## config.mk

```make
export PLATFORM = sky130hd
export DESIGN_NAME = dm_readback_flat
export DESIGN_NICKNAME = d
export VERILOG_FILES = /design/src/rtl/dm_readback_if.sv /design/src/rtl/dm_readback.sv /design/src/flat_wrapper.sv
export SDC_FILE = /design/constraint.sdc
export NUM_CORES = 1
export LEC_CHECK = 0
export BUFFER_PORTS_ARGS = -buffer_cell sky130_fd_sc_hd__buf_2
export CAP_MARGIN = 20
export CORE_AREA = 2 2 113 115
export CTS_CLUSTER_DIAMETER = 100
export CTS_CLUSTER_SIZE = 30
export DETAILED_ROUTE_END_ITERATION = 7
export DIE_AREA = 0 0 115 117
export PLACE_DENSITY_LB_ADDON = 0.15
export SYNTH_ARGS = -nofsm -noshare
export SYNTH_HDL_FRONTEND = slang
export SYNTH_SLANG_ARGS = --single-unit
```

## constraint.sdc

```tcl
create_clock -name Clock -period 2.1 [get_ports Clock]
set_input_delay 0.105 -clock Clock [delete_from_list [all_inputs] [get_ports Clock]]
set_output_delay 0.105 -clock Clock [all_outputs]
set_load 0.005 [all_outputs]
```

## src/rtl/dm_readback_if.sv

```systemverilog
// -----------------------------------------------------------------------------
// dm_readback_if
//   Bundles the start command, data-memory read port, output stream and status
//   signals of the dm_readback engine.
//
//   Command : Start, StartAddr[ADDR_W], Count[ADDR_W+1]
//   Memory  : MemRd, MemAddr[ADDR_W] (engine drives), MemData[DATA_W] (memory
//             drives, valid the cycle after MemRd)
//   Stream  : OutValid, OutAddr, OutData (engine drives), OutReady (consumer)
//   Status  : Busy, Done, Checksum
//
//   slave  : the readback engine's view.
//   master : the host/memory/consumer environment's view.
// -----------------------------------------------------------------------------
interface dm_readback_if #(
  parameter int ADDR_W = 8,
  parameter int DATA_W = 32
);
  logic              Start;
  logic [ADDR_W-1:0] StartAddr;
  logic [ADDR_W:0]   Count;
  logic              MemRd;
  logic [ADDR_W-1:0] MemAddr;
  logic [DATA_W-1:0] MemData;
  logic              OutValid;
  logic              OutReady;
  logic [ADDR_W-1:0] OutAddr;
  logic [DATA_W-1:0] OutData;
  logic              Busy;
  logic              Done;
  logic [DATA_W-1:0] Checksum;

  modport slave (
    input  Start, StartAddr, Count, MemData, OutReady,
    output MemRd, MemAddr, OutValid, OutAddr, OutData, Busy, Done, Checksum
  );

  modport master (
    output Start, StartAddr, Count, MemData, OutReady,
    input  MemRd, MemAddr, OutValid, OutAddr, OutData, Busy, Done, Checksum
  );
endinterface

```

## src/rtl/dm_readback.sv

```systemverilog
// -----------------------------------------------------------------------------
// dm_readback
//   Walks a contiguous window of data memory after a program run, reading one
//   word at a time through the memory's synchronous read port, and streams
//   each (address, word) pair out over a valid/ready handshake.
//
//   Ports
//     Clock   : sole clock, rising edge.
//     Reset_n : asynchronous active-low reset.
//     bus     : dm_readback_if.slave -- command, memory read port, output
//               stream, Busy/Done status and running Checksum.
//
//   Per word the engine spends one cycle issuing the read (ISSUE), one cycle
//   capturing the returned data (WAIT), and at least one cycle presenting it
//   (OUT). The address counter wraps modulo 2^ADDR_W, so a Count of
//   2^ADDR_W visits every word exactly once.
//
//   Optional feature macro: DM_READBACK_CHECKSUM_EN
//     defined     : Checksum is the modulo-2^DATA_W sum of all streamed words,
//                   cleared on Start, updated on each handshake edge.
//     not defined : accumulator removed, Checksum tied to zero.
//
//   All interface outputs come straight from flops; each is loaded from the
//   next-state decode so it lines up with the state it belongs to.
// -----------------------------------------------------------------------------
module dm_readback #(
  parameter int ADDR_W = 8,
  parameter int DATA_W = 32
) (
  input  logic          Clock,
  input  logic          Reset_n,
  dm_readback_if.slave  bus
);

  typedef enum logic [2:0] {
    S_IDLE  = 3'd0,
    S_ISSUE = 3'd1,
    S_WAIT  = 3'd2,
    S_OUT   = 3'd3,
    S_FIN   = 3'd4
  } state_e;

  state_e            state_q,    state_d;
  logic [ADDR_W-1:0] addr_q,     addr_d;      // next word to read
  logic [ADDR_W:0]   rem_q,      rem_d;       // words still to stream
  logic [ADDR_W-1:0] mem_addr_q, mem_addr_d;
  logic [ADDR_W-1:0] out_addr_q, out_addr_d;
  logic [DATA_W-1:0] out_data_q, out_data_d;
  logic              mem_rd_q;
  logic              out_valid_q;
  logic              busy_q;
  logic              done_q;
  logic              start_take;
  logic              handshake;

  // Command acceptance and stream handshake qualifiers.
  always_comb begin
    start_take = (state_q == S_IDLE) && bus.Start;
    handshake  = (state_q == S_OUT) && bus.OutReady;
  end

  // Next-state, counter and output-register loading decode.
  always_comb begin
    state_d    = state_q;
    addr_d     = addr_q;
    rem_d      = rem_q;
    out_addr_d = out_addr_q;
    out_data_d = out_data_q;

    case (state_q)
      S_IDLE: begin
        if (bus.Start) begin
          addr_d = bus.StartAddr;
          rem_d  = bus.Count;
          if (bus.Count == {(ADDR_W+1){1'b0}}) begin
            state_d = S_FIN;
          end else begin
            state_d = S_ISSUE;
          end
        end else begin
          state_d = S_IDLE;
        end
      end

      S_ISSUE: begin
        state_d = S_WAIT;
      end

      S_WAIT: begin
        // Memory data for the read issued last cycle is valid now.
        out_data_d = bus.MemData;
        out_addr_d = addr_q;
        state_d    = S_OUT;
      end

      S_OUT: begin
        if (bus.OutReady) begin
          addr_d = addr_q + {{(ADDR_W-1){1'b0}}, 1'b1};
          rem_d  = rem_q - {{ADDR_W{1'b0}}, 1'b1};
          // rem_q == 1 means this handshake consumed the last word.
          if (rem_q == {{ADDR_W{1'b0}}, 1'b1}) begin
            state_d = S_FIN;
          end else begin
            state_d = S_ISSUE;
          end
        end else begin
          state_d = S_OUT;
        end
      end

      S_FIN: begin
        state_d = S_IDLE;
      end

      default: begin
        state_d = S_IDLE;
      end
    endcase

    // MemAddr only moves when a read is about to be issued, so it keeps its
    // last value through WAIT/OUT/FIN/IDLE.
    if (state_d == S_ISSUE) begin
      mem_addr_d = addr_d;
    end else begin
      mem_addr_d = mem_addr_q;
    end
  end

  // State, counters and registered interface outputs.
  always_ff @(posedge Clock or negedge Reset_n) begin
    if (!Reset_n) begin
      state_q     <= S_IDLE;
      addr_q      <= {ADDR_W{1'b0}};
      rem_q       <= {(ADDR_W+1){1'b0}};
      mem_addr_q  <= {ADDR_W{1'b0}};
      out_addr_q  <= {ADDR_W{1'b0}};
      out_data_q  <= {DATA_W{1'b0}};
      mem_rd_q    <= 1'b0;
      out_valid_q <= 1'b0;
      busy_q      <= 1'b0;
      done_q      <= 1'b0;
    end else begin
      state_q     <= state_d;
      addr_q      <= addr_d;
      rem_q       <= rem_d;
      mem_addr_q  <= mem_addr_d;
      out_addr_q  <= out_addr_d;
      out_data_q  <= out_data_d;
      mem_rd_q    <= (state_d == S_ISSUE);
      out_valid_q <= (state_d == S_OUT);
      busy_q      <= (state_d != S_IDLE);
      done_q      <= (state_d == S_FIN);
    end
  end

`ifdef DM_READBACK_CHECKSUM_EN
  logic [DATA_W-1:0] csum_q, csum_d;

  // Checksum next value: cleared by an accepted Start, accumulates each
  // streamed word on its handshake (carry out discarded).
  always_comb begin
    if (start_take) begin
      csum_d = {DATA_W{1'b0}};
    end else if (handshake) begin
      csum_d = csum_q + out_data_q;
    end else begin
      csum_d = csum_q;
    end
  end

  // Checksum accumulator register.
  always_ff @(posedge Clock or negedge Reset_n) begin
    if (!Reset_n) begin
      csum_q <= {DATA_W{1'b0}};
    end else begin
      csum_q <= csum_d;
    end
  end

  assign bus.Checksum = csum_q;
`else
  assign bus.Checksum = {DATA_W{1'b0}};
`endif

  assign bus.MemRd    = mem_rd_q;
  assign bus.MemAddr  = mem_addr_q;
  assign bus.OutValid = out_valid_q;
  assign bus.OutAddr  = out_addr_q;
  assign bus.OutData  = out_data_q;
  assign bus.Busy     = busy_q;
  assign bus.Done     = done_q;

endmodule

```

## src/flat_wrapper.sv

```systemverilog
// flat-port wrapper written by rule: the top's interface ports become plain ports
module dm_readback_flat 
#(
  parameter int ADDR_W = 8,
  parameter int DATA_W = 32
)
  (Clock, Reset_n, bus_Start, bus_StartAddr, bus_Count, bus_MemData, bus_OutReady, bus_MemRd, bus_MemAddr, bus_OutValid, bus_OutAddr, bus_OutData, bus_Busy, bus_Done, bus_Checksum);
  dm_readback_if #(.ADDR_W(ADDR_W), .DATA_W(DATA_W)) bus_i ();
  input  logic Clock;
  input  logic Reset_n;
  input wire logic [$bits(bus_i.Start)-1:0] bus_Start;
  input wire logic [$bits(bus_i.StartAddr)-1:0] bus_StartAddr;
  input wire logic [$bits(bus_i.Count)-1:0] bus_Count;
  input wire logic [$bits(bus_i.MemData)-1:0] bus_MemData;
  input wire logic [$bits(bus_i.OutReady)-1:0] bus_OutReady;
  output wire logic [$bits(bus_i.MemRd)-1:0] bus_MemRd;
  output wire logic [$bits(bus_i.MemAddr)-1:0] bus_MemAddr;
  output wire logic [$bits(bus_i.OutValid)-1:0] bus_OutValid;
  output wire logic [$bits(bus_i.OutAddr)-1:0] bus_OutAddr;
  output wire logic [$bits(bus_i.OutData)-1:0] bus_OutData;
  output wire logic [$bits(bus_i.Busy)-1:0] bus_Busy;
  output wire logic [$bits(bus_i.Done)-1:0] bus_Done;
  output wire logic [$bits(bus_i.Checksum)-1:0] bus_Checksum;
  assign bus_i.Start = bus_Start;
  assign bus_i.StartAddr = bus_StartAddr;
  assign bus_i.Count = bus_Count;
  assign bus_i.MemData = bus_MemData;
  assign bus_i.OutReady = bus_OutReady;
  assign bus_MemRd = bus_i.MemRd;
  assign bus_MemAddr = bus_i.MemAddr;
  assign bus_OutValid = bus_i.OutValid;
  assign bus_OutAddr = bus_i.OutAddr;
  assign bus_OutData = bus_i.OutData;
  assign bus_Busy = bus_i.Busy;
  assign bus_Done = bus_i.Done;
  assign bus_Checksum = bus_i.Checksum;
  dm_readback #(.ADDR_W(ADDR_W), .DATA_W(DATA_W)) u_core (.Clock(Clock), .Reset_n(Reset_n), .bus(bus_i));
endmodule
```

==> results of run 1 <==
==> critical path: stages (launching register included) <==
cell and delay [ps]:
dfrtp_1 480, nor4b_4 300, buf_4 220, nand4_2 100, o21ai_2 80, nand2b_1 160, buf_12 150, mux2_4 300
==> power by group through the flow <==
stage / registers, mW / clock network (mW) / logic [mW]
2_1_floorplan: 2.42 / 0 / 1.82
3_3_place_gp: 2.46 / 0 / 2.75
3_5_place_dp: 2.48 / 0 / 2.76
4_1_cts: 2.46 / 1.73 / 2.81
5_1_grt: 2.55 / 1.80 / 3.10
6_report: 2.46 / 1.66 / 2.77
==> per-layer routing <==
metal  share of wire (%)  up-vias  GRT usage (%)
met3                 6.2        8           5.05
met4                 1.0        0           3.61
met2                  47       91           19.5
li1                    -     1282              -
met1                  46     1296           16.9
met5                   0        -              0
==> sequential cells by signal (all words and copies together) (netlist names) <==
| signal | count |
|---|---|
| u_core.bus.OutData | 32 |
| u_core.rem_q | 9 |
| u_core.addr_q | 8 |
| u_core.bus.MemAddr | 8 |
| u_core.bus.OutAddr | 8 |
| u_core.state_q | 3 |
| u_core.bus.Busy | 1 |
| u_core.bus.Done | 1 |
| u_core.bus.MemRd | 1 |
| u_core.bus.OutValid | 1 |
==> stage by stage <==
step | utilization (%) | power (mW)
after floorplan | - | 4.24
after global placement | 33.1 | 5.21
after detailed placement | 33.1 | 5.24
after CTS | 38.4 | 7.00
after global routing | 38.5 | 7.45
final | 38.5 | 6.88
==> final timing paths <==
kind / slack (ps) / cells after the start / from / endpoint
max in group asynchronous: 1240 / 3 / Reset_n / u_core.bus.OutData[19]$_DFFE_PN0N_
setup reg to reg: 180 / 7 / u_core.state_q[0]$_DFF_PN0_ / u_core.bus.MemAddr[5]$_DFFE_PN0N_
setup / recovery: 180 / 7 / u_core.state_q[0]$_DFF_PN0_ / u_core.bus.MemAddr[5]$_DFFE_PN0N_
min in group asynchronous: 280 / 2 / Reset_n / u_core.bus.OutData[29]$_DFFE_PN0N_
hold / removal: 30 / 3 / bus_StartAddr[6] / u_core.addr_q[6]$_DFF_PN0_
hold reg to reg: 500 / 1 / u_core.bus.OutData[18]$_DFFE_PN0N_ / u_core.bus.OutData[18]$_DFFE_PN0N_
==> logic make-up (layout without fill, tap and decap cells) <==
| logic type | count (synthesis) | in the layout |
|---|---|---|
| AOI/OAI and AO/OA | 47 | 47 |
| xor gates and xnor gates | 1 | 1 |
| adders and majority gates | 3 | 3 |
| buffers and inverters | 53 | 171 |
| DFF | 72 | 72 |
| muxes | 49 | 49 |
| other | 1 | 32 |
| and+or+nand+nor | 71 | 71 |
==> timing repair <==
item	4_1_cts	5_1_grt
gates resized for setup	0	1
hold endpoints to repair	66	0
setup buffers	0	0
setup endpoints to repair	0	2
hold buffers	33	0
==> area by class of cell <==
cell class | instances | area [µm²] | area share [%]
clock inverters | 5 | 80.1 | 1.69
clock buffers | 11 | 243 | 5.13
inverters | 6 | 22.5 | 0.476
flip-flops and latches | 72 | 1800 | 38.0
multi-input cells | 203 | 1430 | 30.3
repair buffers | 149 | 968 | 20.4
well taps | 150 | 188 | 3.96
==> layout by cell type, fill, tap and decap left out, types with 2 or more instances in the layout <==
| cell | instances |
|---|---|
| inv_1 | 6 |
| mux2_4 | 8 |
| buf_2 | 103 |
| buf_12 | 2 |
| dfrtp_1 | 72 |
| a32oi_1 | 6 |
| mux2_2 | 41 |
| clkbuf_16 | 9 |
| nor4_1 | 2 |
| a22oi_1 | 2 |
| and4_1 | 2 |
| or3_1 | 2 |
| nor3_1 | 6 |
| a21oi_1 | 12 |
| nand2_1 | 10 |
| nand4_1 | 3 |
| dlygate4sd3_1 | 33 |
| conb_1 | 32 |
| nor2_1 | 23 |
| nand3_1 | 10 |
| o21ai_0 | 17 |
| buf_4 | 11 |
| ha_1 | 3 |
| bufinv_16 | 2 |
| nor3_2 | 2 |
| clkinvlp_4 | 2 |
==> out/metrics.cfg, run 1 <==
[run_status]
outcome = finished clean

[timing]
tightest_slew_ps = 504
fmaxAchievable_mhz = 521
fin_ws_ps = 182
finClkSkew_ps = 3.25
hold_violations = 0
setup_viol = 0
finalMaxSlewViolations = 0
slew_headroom_pct = 66.4
fin_crit_ps = 1920
min_period_over_period_pct = 91.3
holdWs_ps = 29.1
setup_tns_ps = 0
rsz0062_at_grt = no

[synth]
synth_cell_type_count = 45
synthSimpleGateAreaFrac_pct = 11.1
synth_area_leaders = dfrtp_1, mux2_2, buf_4, mux2_4, nor2_1
ys_warn_count = 0
yosysMostFrequentCell = dfrtp_1
synthDominantCellAreaShare_pct = 52.1
ys.flop_type = dfrtp_1
synth_area_um2 = 3460
synth_edf_count = 0
ys_seq_elements = 72
syn_area_per_cell_um2 = 11.6
ys_seq_area_share_pct = 52.1
synth_commonest_cells = dfrtp_1, mux2_2, buf_4
synth_xor_area_share_pct = 0.253
synthArstFlopShare_pct = 100
synth_top_family_by_area = multiplexers
syn_inst = 297
muxShareOfSynthArea_pct = 16.8
yosysTopAreaCell = dfrtp_1
synth-adder-area-share_pct = 1.08
synth-compound-area-share_pct = 8.43

[grt]
grt_pass1_wl_um = 13000
grtUsageTotal_pct = 12.8
grt_pass1_vias = 2474
grt_overflow = 0
grt_max_degree = 39
antenna_found_initial = 0

[place]
dp_slack_ps = 116
numPortBuffers = 104
placed_cells = 547
hpwl_um = 5730
postPlaceCellArea_um2 = 4080
globalplace.congestion = 0.816

[drt]
vias = 2677
first_iter_violations = 150
remaining_drc_errors = 0
antenna_left = 0
routedWlPerCell_um = 13.8
finalWirelength_um = 8230
dr.pass1.iters = 4
viasPerCell = 4.49

[setup_path]
cp-start-kind = flip-flop
cp.arrival_ps = 2130
cp_data_required_time_ps = 2320
endpoint_kind = flip-flop
path_max_fanout = 10
crit_type = flip-flop to flip-flop

[clock_tree]
cts_buffers = 9
clockRootBuffer = clkbuf_16
cts.path.max_buffers = 2
cts.sinks = 72
clk_latency_ps = 330
clkSlewWorstSetupHoldPaths_ps = 60
tritoncts = built
htree_levels = 3

[floorplanning]
dieHeight_um = 117
io_pins = 137
dieArea_um2 = 13500
fp.dieW_um = 115
initial_core_util_pct = 28.1
core.rowCount = 41
core_area_um2 = 12300

[final_layout]
num_antenna_cells = 0
syn_to_final_growth_pct = 36.9
fillers = 1196
drive_gt1_share_pct = 42.2
final_area_um2 = 4740
stdcell_count = 596
nNetsFinal = 497

[power]
power_frac_comb_pct = 40.2
cellPowerDensity_nw_per_um2 = 1450
switching_power_mw = 2.31
power_leakage_nw = 2.27
clockPowerShare_pct = 24.1
ir_drop_v = 0.000582
internal_power_mw = 4.57
seq_power_share_pct = 35.7
switching_share_pct = 33.6

[hold_path]
hp-class = input pin to flip-flop

[flow_run]
maxCapViolCount = 0

Power figures use the tool's default switching activity.
==> run 2: changes to the inputs <==
--- a/config.mk
+++ b/config.mk
@@ -12,7 +12,7 @@
 export CTS_CLUSTER_SIZE = 30
 export DETAILED_ROUTE_END_ITERATION = 7
 export DIE_AREA = 0 0 115 117
-export PLACE_DENSITY_LB_ADDON = 0.15
+export PLACE_DENSITY = 0.62
 export SYNTH_ARGS = -nofsm -noshare
 export SYNTH_HDL_FRONTEND = slang
 export SYNTH_SLANG_ARGS = --single-unit
==> out/metrics.cfg, run 2 (synthesized netlist as in run 1, its figures left out) <==
[final_layout]
fillers = 1233  ; +3.1%
fin_util_pct = 37.9  ; -0.55 points
largest_register_ffs = 32  ; unchanged
register_area_um2 = 1800  ; unchanged
final_cell_mix = buf_2, dfrtp_1, mux2_2
num_antenna_cells = 0  ; unchanged
multi_input_area_um2 = 1430  ; unchanged
nNetsFinal = 492  ; -1.0%
drive_gt1_share_pct = 42.0  ; -0.20 points
layout_commonest_cell = buf_2
syn_to_final_growth_pct = 34.9

[timing]
holdWs_ps = 7.57  ; -21.6 ps
fin_crit_ps = 1930  ; +12.2 ps
setup_viol = 0  ; unchanged
tightest_slew_ps = 945  ; +440 ps
rsz0062_at_grt = no
min_period_over_period_pct = 91.9  ; +0.58 points
finalMaxSlewViolations = 0  ; unchanged
finClkSkew_ps = 4.78  ; +1.53 ps
slew_headroom_pct = 37.0  ; -29 points
hold_violations = 0  ; unchanged
setup_tns_ps = 0  ; unchanged
fmaxAchievable_mhz = 518  ; -0.63%

[grt]
grt_max_degree = 73  ; +87%
grt_pass1_vias = 2588  ; +4.6%
grt_util_met1_pct = 16.2  ; -0.73 points
grt_overflow = 0  ; unchanged
grtUsageTotal_pct = 13.0  ; +0.18 points
antenna_found_initial = 0  ; unchanged
met2_usage_pct = 20.5  ; +0.98 points
met3_usage_pct = 4.99  ; -0.051 points
busiest_layer = met2
grt_pass1_wl_um = 13300  ; +2.4%

[setup_path]
path_max_fanout = 9  ; -1
crit_chain = nor4b_4, buf_4, nand4_2, o21ai_2, nand2b_1, buf_12, mux2_4
slowest_stage = dfrtp_1
endpoint_kind = flip-flop
cp_top_family = simple AND/OR/NAND/NOR gates
crit_buf_inv = 2  ; unchanged
cp.arrival_ps = 2150  ; +20 ps
cp_data_required_time_ps = 2320  ; about the same
cp-start-kind = flip-flop
crit_type = flip-flop to flip-flop
critPathMaxStageDelay_ps = 450  ; -30 ps

[power]
cellPowerDensity_nw_per_um2 = 1450  ; about the same
ir_drop_v = 0.000411  ; -29%
power_leakage_nw = 2.24  ; -1.1%

[flow_run]
maxCapViolCount = 0  ; unchanged

[drt]
finalWirelength_um = 8310  ; +0.91%
viasPerCell = 4.49  ; about the same
antenna_left = 0  ; unchanged
remaining_drc_errors = 0  ; unchanged
dr.pass1.iters = 4  ; unchanged
first_iter_violations = 117  ; -22%
routedWlPerCell_um = 14.1  ; +1.8%
vias = 2654  ; -0.86%

[place]
numPortBuffers = 104  ; unchanged
hpwl_um = 5640  ; -1.6%
globalplace.congestion = 0.760  ; -6.8%

[floorplanning]
core.rowCount = 41  ; unchanged
fp.dieW_um = 115  ; unchanged
core_area_um2 = 12300  ; unchanged
initial_core_util_pct = 28.1  ; unchanged
dieArea_um2 = 13500  ; unchanged
io_pins = 137  ; unchanged
dieHeight_um = 117  ; unchanged

[clock_tree]
clkSlewWorstSetupHoldPaths_ps = 60  ; about the same
clockRootBuffer = clkbuf_16
cts_buffers = 9  ; unchanged
cts.sinks = 72  ; unchanged
clk_latency_ps = 340  ; about the same
cts_setup_buffers = 0  ; unchanged
tritoncts = built
cts.path.max_buffers = 2  ; unchanged
htree_levels = 3  ; unchanged

[hold_path]
hp-class = input pin to flip-flop

[run_status]
outcome = finished clean

run 2: final timing paths:
| kind | from | to | cells after the start | slack (ps) |
|---|---|---|---|---|
| min in group asynchronous | Reset_n | u_core.rem_q[4]$_DFFE_PN0P_ | 2 | 470 |
| max reg2reg | u_core.state_q[2]$_DFF_PN0_ | u_core.bus.MemAddr[4]$_DFFE_PN0N_ | 7 | 170 |
| min reg2reg | u_core.bus.OutData[18]$_DFFE_PN0N_ | u_core.bus.OutData[18]$_DFFE_PN0N_ | 1 | 500 |
| max in group asynchronous | Reset_n | u_core.bus.OutData[20]$_DFFE_PN0N_ | 2 | 1020 |
| min | bus_MemData[17] | u_core.bus.OutData[17]$_DFFE_PN0N_ | 2 | 8 |
| max | u_core.state_q[2]$_DFF_PN0_ | u_core.bus.MemAddr[4]$_DFFE_PN0N_ | 7 | 170 |
run 2: layer usage:
metal | wire (µm) | vias to the layer above
li1 | - | 1274
met1 | 3570 | 1289
met2 | 4130 | 77
met3 | 460 | 14
met4 | 146 | 0
met5 | 0 | -
run 2: area by class of cell:
class	instances	share of cell area [%]
multi-input combinational	203	30.7
clock inverter	3	0.858
inverter	6	0.482
tap	150	4.02
clock buffer	13	5.57
sequential	72	38.6
timing repair buffer	144	19.8
run 2: repair_timing:
item,4_1_cts,5_1_grt
gates resized for setup,0,1
setup endpoints to repair,0,2
hold buffers,30,0
endpoints found under the hold margin,101,0
run 2: power breakdown:
group | internal [mW] | total, mW | switching (mW)
registers | 2.02 | 2.47 | 0.441
logic | 1.49 | 2.78 | 1.28
clock network | 0.981 | 1.54 | 0.561
run 2: worst reg2reg max path, stage by stage (launching register included):
cell      delay (ps)
dfrtp_1          450
nor4b_4          370
buf_4            190
nand4_2           80
o21ai_2          100
nand2b_1         170
buf_12           150
mux2_4           300
run 2: per-stage QoR:
step	cell area [µm²]	total power [mW]	setup WS, ps	cells
after global placement	4060	5.16	162	545
after global routing	4670	7.35	31.0	591
final	4670	6.78	170	591
after detailed placement	4060	5.25	118	545
after floorplan	3580	4.24	290	328
after CTS	4660	6.89	94.6	591
